$ cat config.mk
export PLATFORM = sky130hd
export DESIGN_NAME = picosoc_timer_flat
export DESIGN_NICKNAME = d
export VERILOG_FILES = /design/src/rtl/picosoc_timer_if.sv /design/src/rtl/picosoc_timer.sv /design/src/flat_wrapper.sv
export SDC_FILE = /design/constraint.sdc
export NUM_CORES = 1
export LEC_CHECK = 0
export CORE_UTILIZATION = 55
export CTS_CLUSTER_SIZE = 20
export DETAILED_ROUTE_END_ITERATION = 12
export PLACE_DENSITY = 0.81
export SLEW_MARGIN = 20
export SYNTH_ARGS = -nofsm -noshare
export SYNTH_HDL_FRONTEND = slang
export SYNTH_SLANG_ARGS = --single-unit
$ cat constraint.sdc
create_clock -name clk -period 5.57 [get_ports clk]
set_input_delay 0.8355 -clock clk [delete_from_list [all_inputs] [get_ports clk]]
set_output_delay 0.8355 -clock clk [all_outputs]
set_load 0.02 [all_outputs]
$ cat src/rtl/picosoc_timer_if.sv
// iomem slave bus between the SoC core and the timer.
// The core drives the request; the timer returns a one-cycle ack and the read data.
interface picosoc_timer_if;
    logic        iomem_valid;
    logic        iomem_ready;
    logic [3:0]  iomem_wstrb;
    logic [31:0] iomem_addr;
    logic [31:0] iomem_wdata;
    logic [31:0] iomem_rdata;

    modport master (
        output iomem_valid, iomem_wstrb, iomem_addr, iomem_wdata,
        input  iomem_ready, iomem_rdata
    );
    modport slave (
        input  iomem_valid, iomem_wstrb, iomem_addr, iomem_wdata,
        output iomem_ready, iomem_rdata
    );
endinterface

$ cat src/rtl/picosoc_timer.sv
// Memory-mapped 32-bit down-counting timer with prescaler, auto-reload / one-shot modes
// and a level interrupt. It decodes a 256-byte window on the iomem bus.
module picosoc_timer #(
    parameter logic [31:0] BASE_ADDR  = 32'h0300_0000,
    parameter int          PRESCALE_W = 16
) (
    input  logic             clk,
    input  logic             reset,
    picosoc_timer_if.slave   bus,
    output logic             irq
);
    logic [2:0]            ctrl;      // {irq_en, auto_reload, en}
    logic [PRESCALE_W-1:0] prescale;
    logic [PRESCALE_W-1:0] pcnt;
    logic [PRESCALE_W-1:0] pre_new;
    logic [31:0]           reload;
    logic [31:0]           count;
    logic                  expired;
    logic [31:0]           pre_ext;
    logic [31:0]           rd_val;
    logic [5:0]            idx;
    logic                  sel, acc, wr, tick, expire;
    logic                  wr_ctrl, wr_pre, wr_reload, wr_count, wr_status;

    function automatic logic [31:0] merge(input logic [31:0] old, input logic [31:0] wd,
                                          input logic [3:0] strb);
        logic [31:0] r;
        r = old;
        for (int i = 0; i < 4; i++)
            if (strb[i]) r[8*i +: 8] = wd[8*i +: 8];
        return r;
    endfunction

    assign sel = bus.iomem_valid && (bus.iomem_addr[31:8] == BASE_ADDR[31:8]);
    // A request still held in the ack cycle is not taken again.
    assign acc = sel && !bus.iomem_ready;
    assign wr  = acc && (bus.iomem_wstrb != 4'b0000);
    assign idx = bus.iomem_addr[7:2];

    assign wr_ctrl   = wr && (idx == 6'd0);
    assign wr_pre    = wr && (idx == 6'd1);
    assign wr_reload = wr && (idx == 6'd2);
    assign wr_count  = wr && (idx == 6'd3);
    assign wr_status = wr && (idx == 6'd4);

    assign tick   = ctrl[0] && (pcnt == prescale);
    assign expire = tick && (count == 32'd0);
    assign irq    = expired && ctrl[2];

    always_comb begin
        pre_ext = '0;
        pre_ext[PRESCALE_W-1:0] = prescale;
        for (int b = 0; b < PRESCALE_W; b++)
            pre_new[b] = bus.iomem_wstrb[b/8] ? bus.iomem_wdata[b] : prescale[b];
    end

    always_comb begin
        rd_val = '0;
        case (idx)
            6'd0:    rd_val = {29'b0, ctrl};
            6'd1:    rd_val = pre_ext;
            6'd2:    rd_val = reload;
            6'd3:    rd_val = count;
            6'd4:    rd_val = {31'b0, expired};
            default: rd_val = '0;
        endcase
    end

    always_ff @(posedge clk or posedge reset) begin
        if (reset) begin
            bus.iomem_ready <= 1'b0;
            bus.iomem_rdata <= '0;
            ctrl            <= '0;
            prescale        <= '0;
            pcnt            <= '0;
            reload          <= '0;
            count           <= '0;
            expired         <= 1'b0;
        end else begin
            bus.iomem_ready <= acc;
            bus.iomem_rdata <= acc ? rd_val : 32'd0;

            if (!ctrl[0] || wr_pre || tick) pcnt <= '0;
            else                            pcnt <= pcnt + 1'b1;

            if (wr_pre)    prescale <= pre_new;
            if (wr_reload) reload   <= merge(reload, bus.iomem_wdata, bus.iomem_wstrb);

            // CPU writes take priority over the timer's own updates.
            if (wr_ctrl) begin
                if (bus.iomem_wstrb[0]) ctrl <= bus.iomem_wdata[2:0];
            end else if (expire && !ctrl[1]) begin
                ctrl[0] <= 1'b0;
            end

            if (wr_count) begin
                count <= merge(count, bus.iomem_wdata, bus.iomem_wstrb);
            end else if (tick) begin
                if (count != 32'd0) count <= count - 32'd1;
                else if (ctrl[1])   count <= reload;
            end

            // A hardware set beats a simultaneous write-1-to-clear.
            if (expire)
                expired <= 1'b1;
            else if (wr_status && bus.iomem_wstrb[0] && bus.iomem_wdata[0])
                expired <= 1'b0;
        end
    end
endmodule

$ cat src/flat_wrapper.sv
// flat-port wrapper written by rule: the top's interface ports become plain ports
module picosoc_timer_flat 
#(
    parameter logic [31:0] BASE_ADDR  = 32'h0300_0000,
    parameter int          PRESCALE_W = 16
)
  (clk, reset, irq, bus_iomem_valid, bus_iomem_wstrb, bus_iomem_addr, bus_iomem_wdata, bus_iomem_ready, bus_iomem_rdata);
  picosoc_timer_if bus_i ();
  input  logic clk;
  input  logic reset;
  output logic irq;
  input wire logic [$bits(bus_i.iomem_valid)-1:0] bus_iomem_valid;
  input wire logic [$bits(bus_i.iomem_wstrb)-1:0] bus_iomem_wstrb;
  input wire logic [$bits(bus_i.iomem_addr)-1:0] bus_iomem_addr;
  input wire logic [$bits(bus_i.iomem_wdata)-1:0] bus_iomem_wdata;
  output wire logic [$bits(bus_i.iomem_ready)-1:0] bus_iomem_ready;
  output wire logic [$bits(bus_i.iomem_rdata)-1:0] bus_iomem_rdata;
  assign bus_i.iomem_valid = bus_iomem_valid;
  assign bus_i.iomem_wstrb = bus_iomem_wstrb;
  assign bus_i.iomem_addr = bus_iomem_addr;
  assign bus_i.iomem_wdata = bus_iomem_wdata;
  assign bus_iomem_ready = bus_i.iomem_ready;
  assign bus_iomem_rdata = bus_i.iomem_rdata;
  picosoc_timer #(.BASE_ADDR(BASE_ADDR), .PRESCALE_W(PRESCALE_W)) u_core (.clk(clk), .reset(reset), .bus(bus_i), .irq(irq));
endmodule
==> impl_metrics.env, run 1 <==
export IMPL_status="finished clean"
export IMPL_start_util=0.571
export IMPL_grt_usage=0.297
export IMPL_grt_pass1_vias=5996
export IMPL_path_delay_family="simple AND/OR/NAND/NOR gates"
export IMPL_slew_headroom=0.281
export IMPL_antenna_found_initial=0
export IMPL_cp_start_kind="input pin"
export IMPL_firstDrtPassIters=7
export IMPL_min_path_type="reg2reg"
export IMPL_fin_ws_ns=2.23
export IMPL_synth_area_leaders="dfrtp_1 (46%), mux2_2 (11%), a22oi_1 (3.3%), nor2_1 (3.2%), xnor2_1 (3.2%)"
export IMPL_cp_max_fo=17
export IMPL_ctsHoldBuffers=0
export IMPL_root_buffer="clkbuf_16"
export IMPL_synth_cell_types=63
export IMPL_clkSinkCount=133
export IMPL_layout_commonest_cell="dfrtp_1"
export IMPL_fin_crit_ns=3.34
export IMPL_cp_arrival_ns=3.66
export IMPL_path_clk_slew_ns=0.06
export IMPL_powerDensity_nw_per_um2=238
export IMPL_synth_seq_cells=133
export IMPL_tns_ns=0
export IMPL_grt_max_degree=58
export IMPL_ioPinCount=105
export IMPL_path_cells="clkdlybuf4s50_1 -> or4_1 -> and4_1 -> buf_4 -> buf_4 -> a41oi_1 -> a22oi_1 -> a31o_2"
export IMPL_core_area_um2=12800
export IMPL_maxCapViolCount=0
export IMPL_required_ns=5.89
export IMPL_final_period_utilization=0.600
export IMPL_cts_tree="yes"
export IMPL_wirelength_um=19200
export IMPL_cts_resized=0
export IMPL_synth_edf_count=0
export IMPL_synth_top_cell_by_area="dfrtp_1"
export IMPL_ys_seq_area_frac=0.456
export IMPL_seqCellArea_um2=3330
export IMPL_rsz0062_at_grt="false"
export IMPL_drt_iter0_drc=578
export IMPL_peakVddDrop_mv=0.221
export IMPL_drv_slew=0
export IMPL_netlist_area_um2=7290
export IMPL_wl_per_cell_um=19.9
export IMPL_synth_fp_nets=764
export IMPL_n_antenna_cell=0
export IMPL_area_growth_synth_to_final_pct=23.6
export IMPL_fin_nets=857
export IMPL_critical_path_slowest_cell="or4_1"
export IMPL_drtAntennaViolNets=0
export IMPL_grt_overflow=0
export IMPL_die_h_um=117
export IMPL_fmax_ghz=0.299
export IMPL_final_cell_mix="dfrtp_1 (133), clkdlybuf4s50_1 (102), mux2_2 (74)"
export IMPL_route_detailed_drc=0
export IMPL_async_flop_share=1.00
export IMPL_placementRows=41
export IMPL_synth_top_flop_cell="dfrtp_1"
export IMPL_post_cts_buffers=0
export IMPL_clock_latency_ns=0.44
export IMPL_ys_warn_count=0
export IMPL_place_ws_ns=1.82
export IMPL_grt_first_pass_wirelength_um=30200
export IMPL_dp_hpwl_um=13200
export IMPL_cp_common_cell="buf_4"
export IMPL_drive_gt1_frac=0.175
export IMPL_yosysTopAreaCellShare=0.456
export IMPL_worstMarginPinSlew_ns=1.08
export IMPL_cp_end_kind="flop"
export IMPL_critPathMaxStageDelay_ns=0.67
export IMPL_die_w_um=117
export IMPL_critPathKind="in2reg"
export IMPL_syn_inst=690
export IMPL_die_area_um2=13700
export IMPL_clock_path_buffers=2
export IMPL_via_per_inst=6.30
export IMPL_multi_input_area_um2=3770
export IMPL_port_buffers=102
export IMPL_fin_worst_skew_ns=0.00980
export IMPL_hold_viol_final=0
export IMPL_vias=6091
export IMPL_gp_congestion=0.882
export IMPL_p_leak_nw=4.10
export IMPL_finalSetupViolations=0
export IMPL_htreeDepth=4
export IMPL_syn_area_per_cell_um2=10.6
export IMPL_fill_cells=911
export IMPL_crit_buf_inv=3
export IMPL_cts_buffers=17
-- cell type report --
class	count	area share
Clock buffer	23	0.0519
Clock inverter	8	0.0112
Inverter	6	0.00278
Multi-Input combinational cell	511	0.418
Sequential cell	133	0.369
Tap cell	172	0.0239
Timing Repair Buffer	114	0.123
-- routing by layer --
layer / routed length, um / GRT usage
met1: 7660 / 0.364
met2: 9440 / 0.496
met3: 1660 / 0.0664
met4: 454 / 0.143
met5: 0 / 0
-- kinds of logic after synthesis --
| family | count (synthesis) | synth area share |
|---|---|---|
| AOI/OAI and AO/OA | 112 | 0.104 |
| xor gates and xnor gates | 44 | 0.0528 |
| adders and majority gates | 3 | 0.00515 |
| buffers and inverters | 46 | 0.0269 |
| DFF | 133 | 0.456 |
| muxes | 112 | 0.171 |
| and+or+nand+nor | 240 | 0.184 |
-- worst register-to-register path, stage by stage (launching register included) --
cell and delay [ns]:
dfrtp_1 0.48, inv_1 0.17, ha_1 0.22, nor3b_2 0.55, nand4_1 0.60, o31a_1 0.44
nor3_1 0.20, o21ai_0 0.14, mux2_1 0.32
-- report_power, final --
part             switching (W)  total (W)  internal, W
clock                 0.000411    0.00109     0.000678
combinational        0.0000455  0.0000949    0.0000493
sequential     0.0000000000239   0.000967     0.000967
-- registers in the layout, indices dropped and copies added, names as in the netlist --
register	count
u_core.prescale	16
u_core.count	32
u_core.reload	32
u_core.bus.iomem_rdata	32
u_core.bus.iomem_ready	1
u_core.ctrl	3
u_core.expired	1
u_core.pcnt	16
-- synth_stat cells, types with 3 or more instances --
master / instances
a21oi_1: 4
buf_1: 3
o21ai_0: 37
nor4_1: 15
nand2_1: 46
o31a_1: 8
or3_1: 4
nor3_1: 21
inv_1: 6
and3_1: 7
and2_1: 3
nand4b_1: 4
buf_2: 5
mux2i_1: 20
nand3b_1: 3
a31o_2: 4
or4_1: 8
mux2_1: 17
nor4_2: 3
dfrtp_1: 133
nand3_1: 15
nor4_4: 3
clkbuf_1: 28
o21a_1: 3
nor2b_1: 3
xor2_1: 17
and4_1: 6
nand2_2: 5
a22oi_1: 32
xnor2_1: 27
mux2_2: 74
nand4_1: 16
o31ai_1: 6
nor2_1: 63
ha_1: 3
-- worst paths after layout --
| path | from | end | slack, ns | cells past startpoint |
|---|---|---|---|---|
| worst max-delay path | bus_iomem_wstrb[0] | u_core.count[0]$_DFFE_PP0P_ | 2.23 | 8 |
| worst min-delay path | u_core.ctrl[2]$_DFFE_PP0P_ | u_core.ctrl[2]$_DFFE_PP0P_ | 0.52 | 1 |
| worst max register to register | u_core.count[0]$_DFFE_PP0P_ | u_core.count[26]$_DFFE_PP0P_ | 2.34 | 8 |
| worst min register to register | u_core.ctrl[2]$_DFFE_PP0P_ | u_core.ctrl[2]$_DFFE_PP0P_ | 0.52 | 1 |
| max in group asynchronous | reset | u_core.reload[31]$_DFFE_PP0P_ | 3.66 | 3 |
| min in group asynchronous | reset | u_core.expired$_DFFE_PP0P_ | 0.78 | 2 |
-- per-stage QoR --
stage                     std cells  hold slack, ns  utilization  area [um^2]  total power [W]
after floorplan                 690           0.460            -         7290          0.00101
after global placement          936           0.505        0.661         8450          0.00108
after detailed placement        936           0.510        0.661         8450          0.00108
after CTS                       967           0.523        0.706         9020          0.00216
after global routing            967           0.550        0.706         9020          0.00220
final                           967           0.522        0.706         9020          0.00215
Power figures use the tool's default switching activity.
==> run 2, diff against run 1 <==
clock period = 3.2 ns   (was 5.57 ns; I/O delays follow)
==> impl_metrics.env, run 2 (synthesis gave the netlist of run 1 again) <==
export IMPL_cp_arrival_ns=3.32
export IMPL_drive_gt1_frac=0.199
export IMPL_maxCapViolCount=0
export IMPL_grt_overflow=0
export IMPL_grt_first_pass_wirelength_um=31700
export IMPL_rrSetupSlack_ns=0.20
export IMPL_min_path_type="reg2reg"
export IMPL_port_buffers=102
export IMPL_grt_pass1_vias=6242
export IMPL_fin_nets=875
export IMPL_dp_hpwl_um=14000
export IMPL_drt_iter0_drc=561
export IMPL_slew_headroom=0.415
export IMPL_clock_path_buffers=2
export IMPL_placementRows=41
export IMPL_power_internal_w=0.00287
export IMPL_setup_worst_path_start="u_core.count[27]$_DFFE_PP0P_"
export IMPL_finalSetupViolations=0
export IMPL_drv_slew=0
export IMPL_worst_r2r_path_depth=7
export IMPL_die_area_um2=13700
export IMPL_antenna_found_initial=0
export IMPL_final_period_utilization=0.936
export IMPL_powerDensity_nw_per_um2=406
export IMPL_peakVddDrop_mv=0.525
export IMPL_worstSetupEndpoint="u_core.count[11]$_DFFE_PP0P_"
export IMPL_cp_max_fo=9
export IMPL_rr_startpoint="u_core.count[27]$_DFFE_PP0P_"
export IMPL_vias=6121
export IMPL_final_cell_mix="dfrtp_1 (133), clkdlybuf4s50_1 (102), mux2_2 (74)"
export IMPL_post_cts_buffers=0
export IMPL_area_growth_synth_to_final_pct=25.6
export IMPL_combPwrFrac=0.047
export IMPL_drtAntennaViolNets=0
export IMPL_root_buffer="clkbuf_16"
export IMPL_cts_buffers=17
export IMPL_die_h_um=117
export IMPL_layout_commonest_cell="dfrtp_1"
export IMPL_hold_viol_final=0
export IMPL_wirelength_um=19800
export IMPL_tns_ns=0
export IMPL_reg_top3="u_core.bus.iomem_rdata (32), u_core.count (32), u_core.reload (32)"
export IMPL_start_util=0.571
export IMPL_status="finished clean"
export IMPL_ioPinCount=105
export IMPL_worstMarginPinSlew_ns=0.875
export IMPL_fin_crit_ns=3.00
export IMPL_clock_latency_ns=0.44
export IMPL_p_leak_nw=4.17
export IMPL_cts_resized=0
export IMPL_fin_worst_skew_ns=0.00826
export IMPL_grt_max_degree=42
export IMPL_die_w_um=117
export IMPL_cts_tree="yes"
export IMPL_required_ns=3.52
export IMPL_grt_usage=0.312
export IMPL_switching_share=0.227
export IMPL_gp_congestion=0.881
export IMPL_path_clk_slew_ns=0.06
export IMPL_ctsHoldBuffers=0
export IMPL_route_detailed_drc=0
export IMPL_cp_end_kind="flop"
export IMPL_rsz0062_at_grt="false"
export IMPL_switching_power_w=0.000843
export IMPL_wl_per_cell_um=20.1
export IMPL_core_area_um2=12800
export IMPL_seq_power_share=0.453
export IMPL_fin_hold_ws_ns=0.527
export IMPL_cp_start_kind="flop"
export IMPL_critPathKind="reg2reg"
export IMPL_clkSinkCount=133
export IMPL_power_frac_clock=0.501
export IMPL_via_per_inst=6.21
export IMPL_fmax_ghz=0.334
export IMPL_firstDrtPassIters=5
export IMPL_timing_rr_end="u_core.count[11]$_DFFE_PP0P_"
export IMPL_n_antenna_cell=0
export IMPL_htreeDepth=4
==> run 2: cell count changes in the layout (fill, tap and decap cells not counted), sizes merged <==
cell,previous run,this run
clkinv,6,7
buf,12,30
bufinv,2,1
clkinvlp,0,5
clkbuf,23,19
==> run 2: worst min-delay path by stage <==
stage	start	end	slack [ns]	cells after the start
after floorplan	u_core.expired$_DFFE_PP0P_	u_core.expired$_DFFE_PP0P_	0.46	2
after global placement	u_core.reload[24]$_DFFE_PP0P_	u_core.reload[24]$_DFFE_PP0P_	0.51	1
after detailed placement	u_core.ctrl[2]$_DFFE_PP0P_	u_core.ctrl[2]$_DFFE_PP0P_	0.51	1
after CTS	u_core.ctrl[2]$_DFFE_PP0P_	u_core.ctrl[2]$_DFFE_PP0P_	0.53	1
after global routing	u_core.expired$_DFFE_PP0P_	u_core.expired$_DFFE_PP0P_	0.54	2
final	u_core.reload[8]$_DFFE_PP0P_	u_core.reload[8]$_DFFE_PP0P_	0.53	1
==> run 2: worst max-delay path: stages, from the launching register on <==
cell	delay, ns
dfrtp_1	0.45
nor4_1	0.52
nand4_2	0.37
or3_1	0.67
buf_4	0.30
mux2i_1	0.17
o21ai_0	0.10
mux2_1	0.30
==> run 2: cell type report <==
| class | instances | area, um^2 |
|---|---|---|
| sequential | 133 | 3330 |
| multi-input combinational | 511 | 3770 |
| inverter | 6 | 26.3 |
| timing repair buffer | 132 | 1260 |
| tap | 172 | 215 |
| clock buffer | 19 | 453 |
| clock inverter | 13 | 108 |
| fill | 905 | 3620 |
==> run 2: metrics by stage <==
step,instance area (um^2),total power (W),util,std cells,worst slack [ns]
after floorplan,7300,0.00176,-,690,0.821
after global placement,8600,0.00188,0.673,954,0.249
after detailed placement,8600,0.00189,0.673,954,0.212
after CTS,9160,0.00373,0.717,986,0.287
after global routing,9160,0.00382,0.717,986,0.122
final,9160,0.00372,0.717,986,0.205
==> run 2: power by group through the flow <==
stage	combinational (W)	clock [W]	sequential (W)
CTS	0.000174	0.00187	0.00168
floorplan	0.0000465	0	0.00171
global route	0.000188	0.00195	0.00168
global placement	0.000170	0	0.00171
detailed placement	0.000173	0	0.00171
finish	0.000173	0.00186	0.00168
==> run 2: per-layer routing <==
layer  up-vias  global-route usage  part of all wire  wire (um)
met3        53              0.0659             0.070       1390
li1       2777                   -                 -          -
met1      3015               0.394              0.41       8160
met5         -                   0                 0          0
met2       276               0.518              0.49       9730
met4         0               0.138             0.026        505
